<file path="src/rtl/acc_cpu_pkg.sv">
// Shared opcode encoding, FSM state type and opcode classification helpers
// for the multi-cycle accumulator core.
package acc_cpu_pkg;

    localparam int unsigned OPC_W = 4;

    localparam logic [OPC_W-1:0] OP_NOP  = 4'h0;
    localparam logic [OPC_W-1:0] OP_LDA  = 4'h1;
    localparam logic [OPC_W-1:0] OP_STA  = 4'h2;
    localparam logic [OPC_W-1:0] OP_ADD  = 4'h3;
    localparam logic [OPC_W-1:0] OP_SUB  = 4'h4;
    localparam logic [OPC_W-1:0] OP_AND  = 4'h5;
    localparam logic [OPC_W-1:0] OP_OR   = 4'h6;
    localparam logic [OPC_W-1:0] OP_XOR  = 4'h7;
    localparam logic [OPC_W-1:0] OP_LDI  = 4'h8;
    localparam logic [OPC_W-1:0] OP_ADDI = 4'h9;
    localparam logic [OPC_W-1:0] OP_SHL  = 4'hA;
    localparam logic [OPC_W-1:0] OP_SHR  = 4'hB;
    localparam logic [OPC_W-1:0] OP_JMP  = 4'hC;
    localparam logic [OPC_W-1:0] OP_JN   = 4'hD;
    localparam logic [OPC_W-1:0] OP_JZ   = 4'hE;
    localparam logic [OPC_W-1:0] OP_HLT  = 4'hF;

    typedef enum logic [1:0] {
        S_FETCH = 2'd0,
        S_EXEC  = 2'd1,
        S_DMEM  = 2'd2,
        S_HALT  = 2'd3
    } state_t;

    // Opcodes LDA..XOR need a data-bus access before they can complete
    function automatic logic is_mem_op(input logic [OPC_W-1:0] op);
        return (op >= OP_LDA) && (op <= OP_XOR);
    endfunction

    // Opcodes whose completion writes the accumulator (and hence Z/N)
    function automatic logic writes_acc(input logic [OPC_W-1:0] op);
        return (op != OP_NOP) && (op != OP_STA) && (op < OP_JMP);
    endfunction

endpackage

</file>
<file path="src/rtl/acc_alu.sv">
// Combinational accumulator ALU: b is either memory data or the immediate,
// c_we marks the opcodes that own the carry flag.
module acc_alu
    import acc_cpu_pkg::*;
#(
    parameter int unsigned DW = 8
) (
    input  logic [OPC_W-1:0] op,
    input  logic [DW-1:0]    a,
    input  logic [DW-1:0]    b,
    input  logic             c_in,
    output logic [DW-1:0]    result,
    output logic             c_out,
    output logic             c_we
);

    logic [DW:0] w_sum;
    logic [DW:0] w_diff;

    // Extra top bit is carry-out for add and borrow for subtract
    assign w_sum  = {1'b0, a} + {1'b0, b};
    assign w_diff = {1'b0, a} - {1'b0, b};

    always_comb begin
        result = a;
        c_out  = c_in;
        c_we   = 1'b0;
        case (op)
            OP_LDA, OP_LDI: result = b;
            OP_ADD, OP_ADDI: begin
                result = w_sum[DW-1:0];
                c_out  = w_sum[DW];
                c_we   = 1'b1;
            end
            OP_SUB: begin
                result = w_diff[DW-1:0];
                c_out  = w_diff[DW];
                c_we   = 1'b1;
            end
            OP_AND: result = a & b;
            OP_OR:  result = a | b;
            OP_XOR: result = a ^ b;
            OP_SHL: begin
                result = {a[DW-2:0], 1'b0};
                c_out  = a[DW-1];
                c_we   = 1'b1;
            end
            OP_SHR: begin
                result = {1'b0, a[DW-1:1]};
                c_out  = a[0];
                c_we   = 1'b1;
            end
            default: ;
        endcase
    end

endmodule

</file>
<file path="src/rtl/acc_cpu_mc.sv">
// Multi-cycle accumulator core with Harvard req/ack instruction and data
// buses; FETCH -> EXEC [-> DMEM] per instruction, HLT parks in HALT.
module acc_cpu_mc
    import acc_cpu_pkg::*;
#(
    parameter int unsigned DW  = 8,
    parameter int unsigned AW  = 8,
    parameter int unsigned OPW = 4
) (
    input  logic              clk,
    input  logic              reset,
    output logic              i_req,
    output logic [AW-1:0]     i_addr,
    input  logic [OPW+AW-1:0] i_rdata,
    input  logic              i_ack,
    output logic              d_req,
    output logic              d_we,
    output logic [AW-1:0]     d_addr,
    output logic [DW-1:0]     d_wdata,
    input  logic [DW-1:0]     d_rdata,
    input  logic              d_ack,
    output logic [DW-1:0]     acc_out,
    output logic [AW-1:0]     pc_out,
    output logic              flag_z,
    output logic              flag_n,
    output logic              flag_c,
    output logic              halted,
    output logic              retire
);

    state_t              r_state, w_state_nxt;
    logic [AW-1:0]       r_pc, w_pc_nxt;
    logic [DW-1:0]       r_acc, w_acc_nxt;
    logic                r_z, w_z_nxt;
    logic                r_n, w_n_nxt;
    logic                r_c, w_c_nxt;
    logic [OPW+AW-1:0]   r_ir, w_ir_nxt;
    logic                r_retire, w_retire_nxt;

    logic [OPC_W-1:0]    w_op;
    logic [AW-1:0]       w_operand;
    logic [DW-1:0]       w_imm;
    logic [DW-1:0]       w_alu_b;
    logic [DW-1:0]       w_alu_res;
    logic                w_alu_c;
    logic                w_alu_cwe;
    logic                w_commit;

    assign w_op      = r_ir[AW +: OPC_W];
    assign w_operand = r_ir[AW-1:0];
    assign w_imm     = DW'(w_operand);
    assign w_alu_b   = (r_state == S_DMEM) ? d_rdata : w_imm;

    acc_alu #(
        .DW (DW)
    ) u_alu (
        .op     (w_op),
        .a      (r_acc),
        .b      (w_alu_b),
        .c_in   (r_c),
        .result (w_alu_res),
        .c_out  (w_alu_c),
        .c_we   (w_alu_cwe)
    );

    always_ff @(posedge clk or negedge reset) begin
        if (!reset) begin
            r_state  <= S_FETCH;
            r_pc     <= '0;
            r_acc    <= '0;
            r_z      <= 1'b0;
            r_n      <= 1'b0;
            r_c      <= 1'b0;
            r_ir     <= '0;
            r_retire <= 1'b0;
        end else begin
            r_state  <= w_state_nxt;
            r_pc     <= w_pc_nxt;
            r_acc    <= w_acc_nxt;
            r_z      <= w_z_nxt;
            r_n      <= w_n_nxt;
            r_c      <= w_c_nxt;
            r_ir     <= w_ir_nxt;
            r_retire <= w_retire_nxt;
        end
    end

    // Next-state, PC sequencing and result commit; branches read pre-EXEC flags
    always_comb begin
        w_state_nxt  = r_state;
        w_pc_nxt     = r_pc;
        w_acc_nxt    = r_acc;
        w_z_nxt      = r_z;
        w_n_nxt      = r_n;
        w_c_nxt      = r_c;
        w_ir_nxt     = r_ir;
        w_retire_nxt = 1'b0;
        w_commit     = 1'b0;

        case (r_state)
            S_FETCH: begin
                if (i_ack) begin
                    w_ir_nxt    = i_rdata;
                    w_state_nxt = S_EXEC;
                end
            end
            S_EXEC: begin
                if (is_mem_op(w_op)) begin
                    w_state_nxt = S_DMEM;
                end else if (w_op == OP_HLT) begin
                    w_state_nxt  = S_HALT;
                    w_retire_nxt = 1'b1;
                end else begin
                    w_commit    = 1'b1;
                    w_state_nxt = S_FETCH;
                    if ((w_op == OP_JMP) || ((w_op == OP_JN) && r_n) ||
                        ((w_op == OP_JZ) && r_z)) begin
                        w_pc_nxt = w_operand;
                    end else begin
                        w_pc_nxt = r_pc + AW'(1);
                    end
                end
            end
            S_DMEM: begin
                if (d_ack) begin
                    w_commit    = 1'b1;
                    w_state_nxt = S_FETCH;
                    w_pc_nxt    = r_pc + AW'(1);
                end
            end
            default: ;
        endcase

        if (w_commit) begin
            w_retire_nxt = 1'b1;
            if (writes_acc(w_op)) begin
                w_acc_nxt = w_alu_res;
                w_z_nxt   = (w_alu_res == '0);
                w_n_nxt   = w_alu_res[DW-1];
            end
            if (w_alu_cwe) begin
                w_c_nxt = w_alu_c;
            end
        end
    end

    // Requests decode the state register and are forced low while in reset
    assign i_req   = reset && (r_state == S_FETCH);
    assign i_addr  = r_pc;
    assign d_req   = reset && (r_state == S_DMEM);
    assign d_we    = (r_state == S_DMEM) && (w_op == OP_STA);
    assign d_addr  = w_operand;
    assign d_wdata = r_acc;

    assign acc_out = r_acc;
    assign pc_out  = r_pc;
    assign flag_z  = r_z;
    assign flag_n  = r_n;
    assign flag_c  = r_c;
    assign halted  = (r_state == S_HALT);
    assign retire  = r_retire;

endmodule

</file>
<file path="config.mk">
export PLATFORM = sky130hd
export DESIGN_NAME = acc_cpu_mc
export DESIGN_NICKNAME = d
export VERILOG_FILES = /design/src/rtl/acc_cpu_pkg.sv /design/src/rtl/acc_alu.sv /design/src/rtl/acc_cpu_mc.sv
export SDC_FILE = /design/constraint.sdc
export NUM_CORES = 1
export LEC_CHECK = 0
export BUFFER_PORTS_ARGS = -buffer_cell sky130_fd_sc_hd__buf_2
export CAP_MARGIN = 40
export CORE_MARGIN = 5
export CORE_UTILIZATION = 27
export DETAILED_ROUTE_END_ITERATION = 12
export GPL_ROUTABILITY_DRIVEN = 0
export GPL_TIMING_DRIVEN = 0
export MAX_ROUTING_LAYER = met4
export PLACE_DENSITY_LB_ADDON = 0.25
export SLEW_MARGIN = 10
export SYNTH_ARGS = -nofsm -noshare
export SYNTH_HDL_FRONTEND = slang
export SYNTH_SLANG_ARGS = --single-unit
</file>
<file path="constraint.sdc">
create_clock -name clk -period 4.1 [get_ports clk]
set_input_delay 0.205 -clock clk [delete_from_list [all_inputs] [get_ports clk]]
set_output_delay 0.205 -clock clk [all_outputs]
set_load 0.1 [all_outputs]
</file>
# Word level (Yosys, flattened, before mapping)
# Cells that the tools add are included.
[totals]
out_inout_bits = 48
in_bits = 24
regBits = 34
wordCells = 86
[op_classes]
n_mux = 22
n_eq_ne = 23
order_cmp = 3
reduce_logical = 24
add_sub_neg = 3
bitwise = 3
[op_table]
columns = ["operator", "n"]
rows = [
  ["one-hot mux 8 bit (8 select lines)", 1],
  ["two-way mux 8 bit", 5],
  ["== test 4 bit (second input constant)", 8],
  ["== test 4 x 3 -> 1 bit (second input constant)", 4],
  ["one-hot mux 8 bit (2 select lines)", 1],
  ["adder 8 x 8 -> 9 bit", 1],
  ["subtractor 8 x 8 -> 9 bit", 1],
  ["adder 8 x 1 -> 8 bit (second input constant)", 1],
  ["bitwise AND 8 bit", 1],
  ["== test 4 x 2 -> 1 bit (second input constant)", 2],
  ["logical AND 1 bit", 8],
  ["logical NOT 8 bit", 1],
  ["two-way mux 1 bit", 8],
  ["two-way mux 2 bit", 4],
  ["inequality test 2 bit (second input constant)", 4],
  ["bitwise OR 8 bit", 1],
  ["nonzero test 4 bit", 2],
  ["XOR 8 bit", 1],
  ["one-hot mux 2 bit (3 select lines)", 1],
  ["AND reduction 3 bit", 2],
  ["OR reduction 5 bit", 1],
  ["== test 2 bit (second input constant)", 2],
  ["== test 4 x 1 -> 1 bit (second input constant)", 1],
  ["greater-or-equal comparator 4 x 1 -> 1 bit (second input constant)", 1],
  ["13 further kinds", 16],
]

# Longest topological paths before layout
[logic_depth]
depth_word = 8
ltp_mapped = 14
mapped_depth_nobuf = 12

# By module
# Synthesis repeated with hierarchy kept, for this count alone.
[unflattened]
hier_cells = 426
hier_area_um2 = 3587.2
[modules_own_cells]
columns = ["mod", "cells_per_inst", "area_each_um2", "n_inst"]
rows = [
  ["acc_cpu_mc", 179, 1960.6, 1],
  ["acc_alu", 247, 1626.6, 1],
]

# Worst setup path after synthesis
# No wires, ideal clock.
[synth_timing]
path_kind = "register -> register"
startpoint = "register r_acc[1] (netlist: acc_out[1])"
endpoint = "register r_z (netlist: flag_z)"
period_less_slack_ns = 3.154
n_path_buf = 0
slack_ns = 0.946
t_arrival_ns = 3.089
path_stages_with_launch = 10
cell_sequence = "dfrtp_1 inv_1 ha_1 a21oi_1 o21bai_1 a221o_1 a221o_1 a211oi_1 and4_1 a31o_1"
[synth_between]
elab_chain_len = 3
word_cells_on_any_way = 7
cone_classes = "add/sub (2); mux (1); bitwise (3); reduce/logical (1)"
[synth_rtl]
columns = ["element", "line_no", "text"]
rows = [
  ["start, declared", "acc_cpu_mc.sv:33", "logic [DW-1:0] r_acc, w_acc_nxt;"],
  ["start signal, assigned", "acc_cpu_mc.sv:79", "r_acc <= w_acc_nxt;"],
  ["subtractor 8 x 8 -> 9 bit (tied with other cells)", "acc_alu.sv:22", "assign w_diff = {1'b0, a} - {1'b0, b};"],
  ["one-hot mux 8 bit (8 select lines) *", "acc_alu.sv:28", "case (op)"],
  ["logical NOT 8 bit *", "acc_cpu_mc.sv:138", "w_z_nxt = (w_alu_res == '0);"],
  ["end signal, assigned", "acc_cpu_mc.sv:80", "r_z <= w_z_nxt;"],
  ["end, declared", "acc_cpu_mc.sv:34", "logic r_z, w_z_nxt;"],
]
# Every way passes the cells marked *; elsewhere a longest branch is shown, timed or not.
# A chain may end at the register's enable or synchronous reset.

# Final worst setup path
[layout_timing]
startpoint = "register r_state[0]"
endpoint = "register r_z (netlist: flag_z)"
[layout_between]
elab_chain_len = 5
word_cells_on_any_way = 12
cone_classes = "add/sub (2); eq/ne (2); mux (3); bitwise (3); reduce/logical (2)"
[layout_rtl]
columns = ["element", "line_no", "text"]
rows = [
  ["start, declared", "acc_cpu_mc.sv:31", "state_t r_state, w_state_nxt;"],
  ["start signal, assigned", "acc_cpu_mc.sv:77", "r_state <= w_state_nxt;"],
  ["== test 2 bit", "acc_cpu_mc.sv:52, acc_cpu_mc.sv:100", ""],
  ["two-way mux 8 bit", "acc_cpu_mc.sv:52", "assign w_alu_b = (r_state == S_DMEM) ? d_rdata : w_imm;"],
  ["subtractor 8 x 8 -> 9 bit (tied with other cells)", "acc_alu.sv:22", ""],
  ["one-hot mux 8 bit (8 select lines)", "acc_alu.sv:28", ""],
  ["logical NOT 8 bit", "acc_cpu_mc.sv:138", ""],
]
# Several ways; a longest one is shown, not always the timed one.

==> results_dict.tcl <==
set metrics [dict create \
    cts_tree "built" \
    r2r_start "r_state[0]$_DFFE_PN0P_" \
    setup_viol 0 \
    syn_area_um2 3390 \
    dr.first_iter.drc_count 173 \
    hold_violations 0 \
    fin_tns_setup_ns 0 \
    synth_edf_count 0 \
    core_area_um2 12500 \
    status "complete, no violations" \
    ant_nets 0 \
    whs_path_depth 2 \
    synth_ff_type "dfrtp_1" \
    rsz0062_at_grt "no" \
    final_max_slew_viol_count 0 \
    io-pin-count 72 \
    root_buffer "clkbuf_16" \
    die_y_um 122 \
    ys_types 65 \
    postCtsSetupRepairBufs 0 \
    grt_start_max_net_pins 30 \
    numCtsBuffers 5 \
    grt_overflow 0 \
    cp.arrival_ns 3.95 \
    synth_warnings 0 \
    route.vias.total 3329 \
    wirelength_mm 10.9 \
    slew_headroom 0.461 \
    place_hpwl_mm 8.42 \
    drive_above_1_share 0.306 \
    period_needed_ns 3.72 \
    async_flop_share 1.00 \
    remaining_drc_errors 0 \
    insertion_delay_ns 0.28 \
    ys_ff_latch 33 \
    final_cell_mix "81 x buf_2, 37 x nor2_1, 33 x dfrtp_1" \
    crit_start "r_state[0]$_DFFE_PN0P_" \
    final_common_cell "buf_2" \
    worstPathMaxFanout 10 \
    clock-sinks 33 \
    worst_pin_slew_ns 0.801 \
    wl_per_cell_um 16.7 \
    die_w_um 122 \
    fin_crit_sh 0.908 \
    end_kind "flop" \
    start_util 0.272 \
    startpoint_type "flop" \
    synth_nets 458 \
    port_buffers 71 \
    reg2reg_depth 14 \
    dieArea_um2 14900 \
    cts.path.max_buffers 2 \
    ys_seq_area_frac 0.244 \
    nets 538 \
    n_antenna_cell 0 \
    grt_pass1_wl_mm 17.3 \
    synthToLayoutAreaGrowth_pct 23.1 \
    synth_cells 402 \
    hp-class "input port to flop" \
    firstDrtPassIters 5 \
    criticalPathCategory "flop to flop" \
    fp-row-count 41 \
    postSynthAreaPerCell_um2 8.42 \
    viasPerCell 5.08 \
    first_global_vias 3309 \
    grt_usage 0.151 \
    path_clk_slew_ns 0.06 \
    finClkSkew_ns 0.00697 \
    cap_violations 0 \
    antenna_found_initial 0 \
    hold_start "i_rdata[6]" \
    worst_ep_required_time_ns 4.33 \
    htree_levels 2 \
    max_freq_ghz 0.269 \
]
synth_stat cells (all sizes together) (3+ instances only):
| cell type | number | area [um2] |
|---|---|---|
| o32a | 3 | 30.0 |
| o31ai | 3 | 22.5 |
| a21o | 3 | 22.5 |
| nor2b | 4 | 25.0 |
| o21ai | 20 | 100 |
| a2111oi | 3 | 33.8 |
| inv | 30 | 113 |
| o221ai | 4 | 35.0 |
| o22ai | 11 | 68.8 |
| mux2 | 14 | 158 |
| nor2 | 38 | 145 |
| a221oi | 4 | 35.0 |
| and3 | 6 | 37.5 |
| dfrtp | 33 | 826 |
| nor3 | 6 | 46.3 |
| a31oi | 9 | 56.3 |
| a221o | 5 | 50.1 |
| ha | 30 | 375 |
| a211oi | 4 | 30.0 |
| o22a | 5 | 43.8 |
| nand3 | 10 | 50.1 |
| mux2i | 12 | 120 |
| nor3b | 3 | 22.5 |
| o21bai | 5 | 37.5 |
| nand2 | 19 | 71.3 |
| clkbuf | 8 | 30.0 |
| a21oi | 31 | 155 |
| nand2b | 5 | 38.8 |
| and2 | 4 | 25.0 |
| buf | 40 | 290 |
| or3 | 3 | 18.8 |
final timing paths:
kind	slack, ns	end
min reg2reg	0.52	flag_c$_DFFE_PN0P_
max in group asynchronous	3.36	r_ir[10]$_DFFE_PN0P_
min	0.15	r_ir[6]$_DFFE_PN0P_
max reg2reg	0.38	flag_z$_DFFE_PN0P_
max	0.38	flag_z$_DFFE_PN0P_
min in group asynchronous	0.31	acc_out[6]$_DFFE_PN0P_
logic make-up (layout without fill, tap and decap cells):
kind of cell,Yosys count,after routing,synth area share
multiplexers,26,26,0.0820
buffers and inverters,78,159,0.128
AO/OA/AOI/OAI,126,126,0.257
AND/OR/NAND/NOR,104,104,0.156
adder cells (fa/ha/maj),32,32,0.123
flip-flops,33,33,0.244
XOR/XNOR,3,3,0.00998
metal layers:
layer	share of wire	global-route usage	routed length (um)
met1	0.47	0.209	5140
met2	0.45	0.233	4970
met3	0.061	0.0204	664
met4	0.015	0.0406	160
met5	0	-	0
state kept, by name, summed over array words and instances (netlist names):
name,count
flag_z,1
flag_c,1
acc_out,8
retire,1
i_addr,8
r_state,2
r_ir,12
worst max-delay path: stages, from the launching register on:
cell and delay [ns]:
dfrtp_1 0.41, inv_1 0.12, ha_1 0.15, buf_2 0.20, buf_2 0.27, mux2i_1 0.50
ha_1 0.19, buf_2 0.19, nor3_1 0.10, a2111oi_2 0.54, o21ai_1 0.11, a21o_1 0.21
a221o_1 0.29, a21oi_1 0.22, a31o_1 0.17
metrics by stage:
stage	hold slack, ns	cells	worst slack [ns]	utilization	cell area [um2]
global route	0.146	655	0.0746	0.334	4170
detailed placement	0.0778	646	0.250	0.319	3980
global placement	0.371	645	0.222	0.317	3960
finish	0.153	655	0.376	0.334	4170
CTS	0.147	655	0.205	0.334	4160
floorplan	-0.0906	402	0.946	-	3390
repair_timing:
action | 4_1_cts | 5_1_grt
resized for setup | 0 | 1
hold buffers | 1 | 0
endpoints found under the hold margin | 6 | 0
setup endpoints to repair | 0 | 1
layout make-up:
class | count | area [um2]
inverters | 30 | 113
repair buffers | 73 | 385
clock inverters | 2 | 37.5
flip-flops and latches | 33 | 826
well taps | 172 | 215
multi-input cells | 291 | 2130
plain buffers | 48 | 320
fillers | 1345 | 8300
clock buffers | 6 | 139
Power is not shown: default switching activity piles up to over one toggle a cycle in this logic, so the estimate is an artifact.
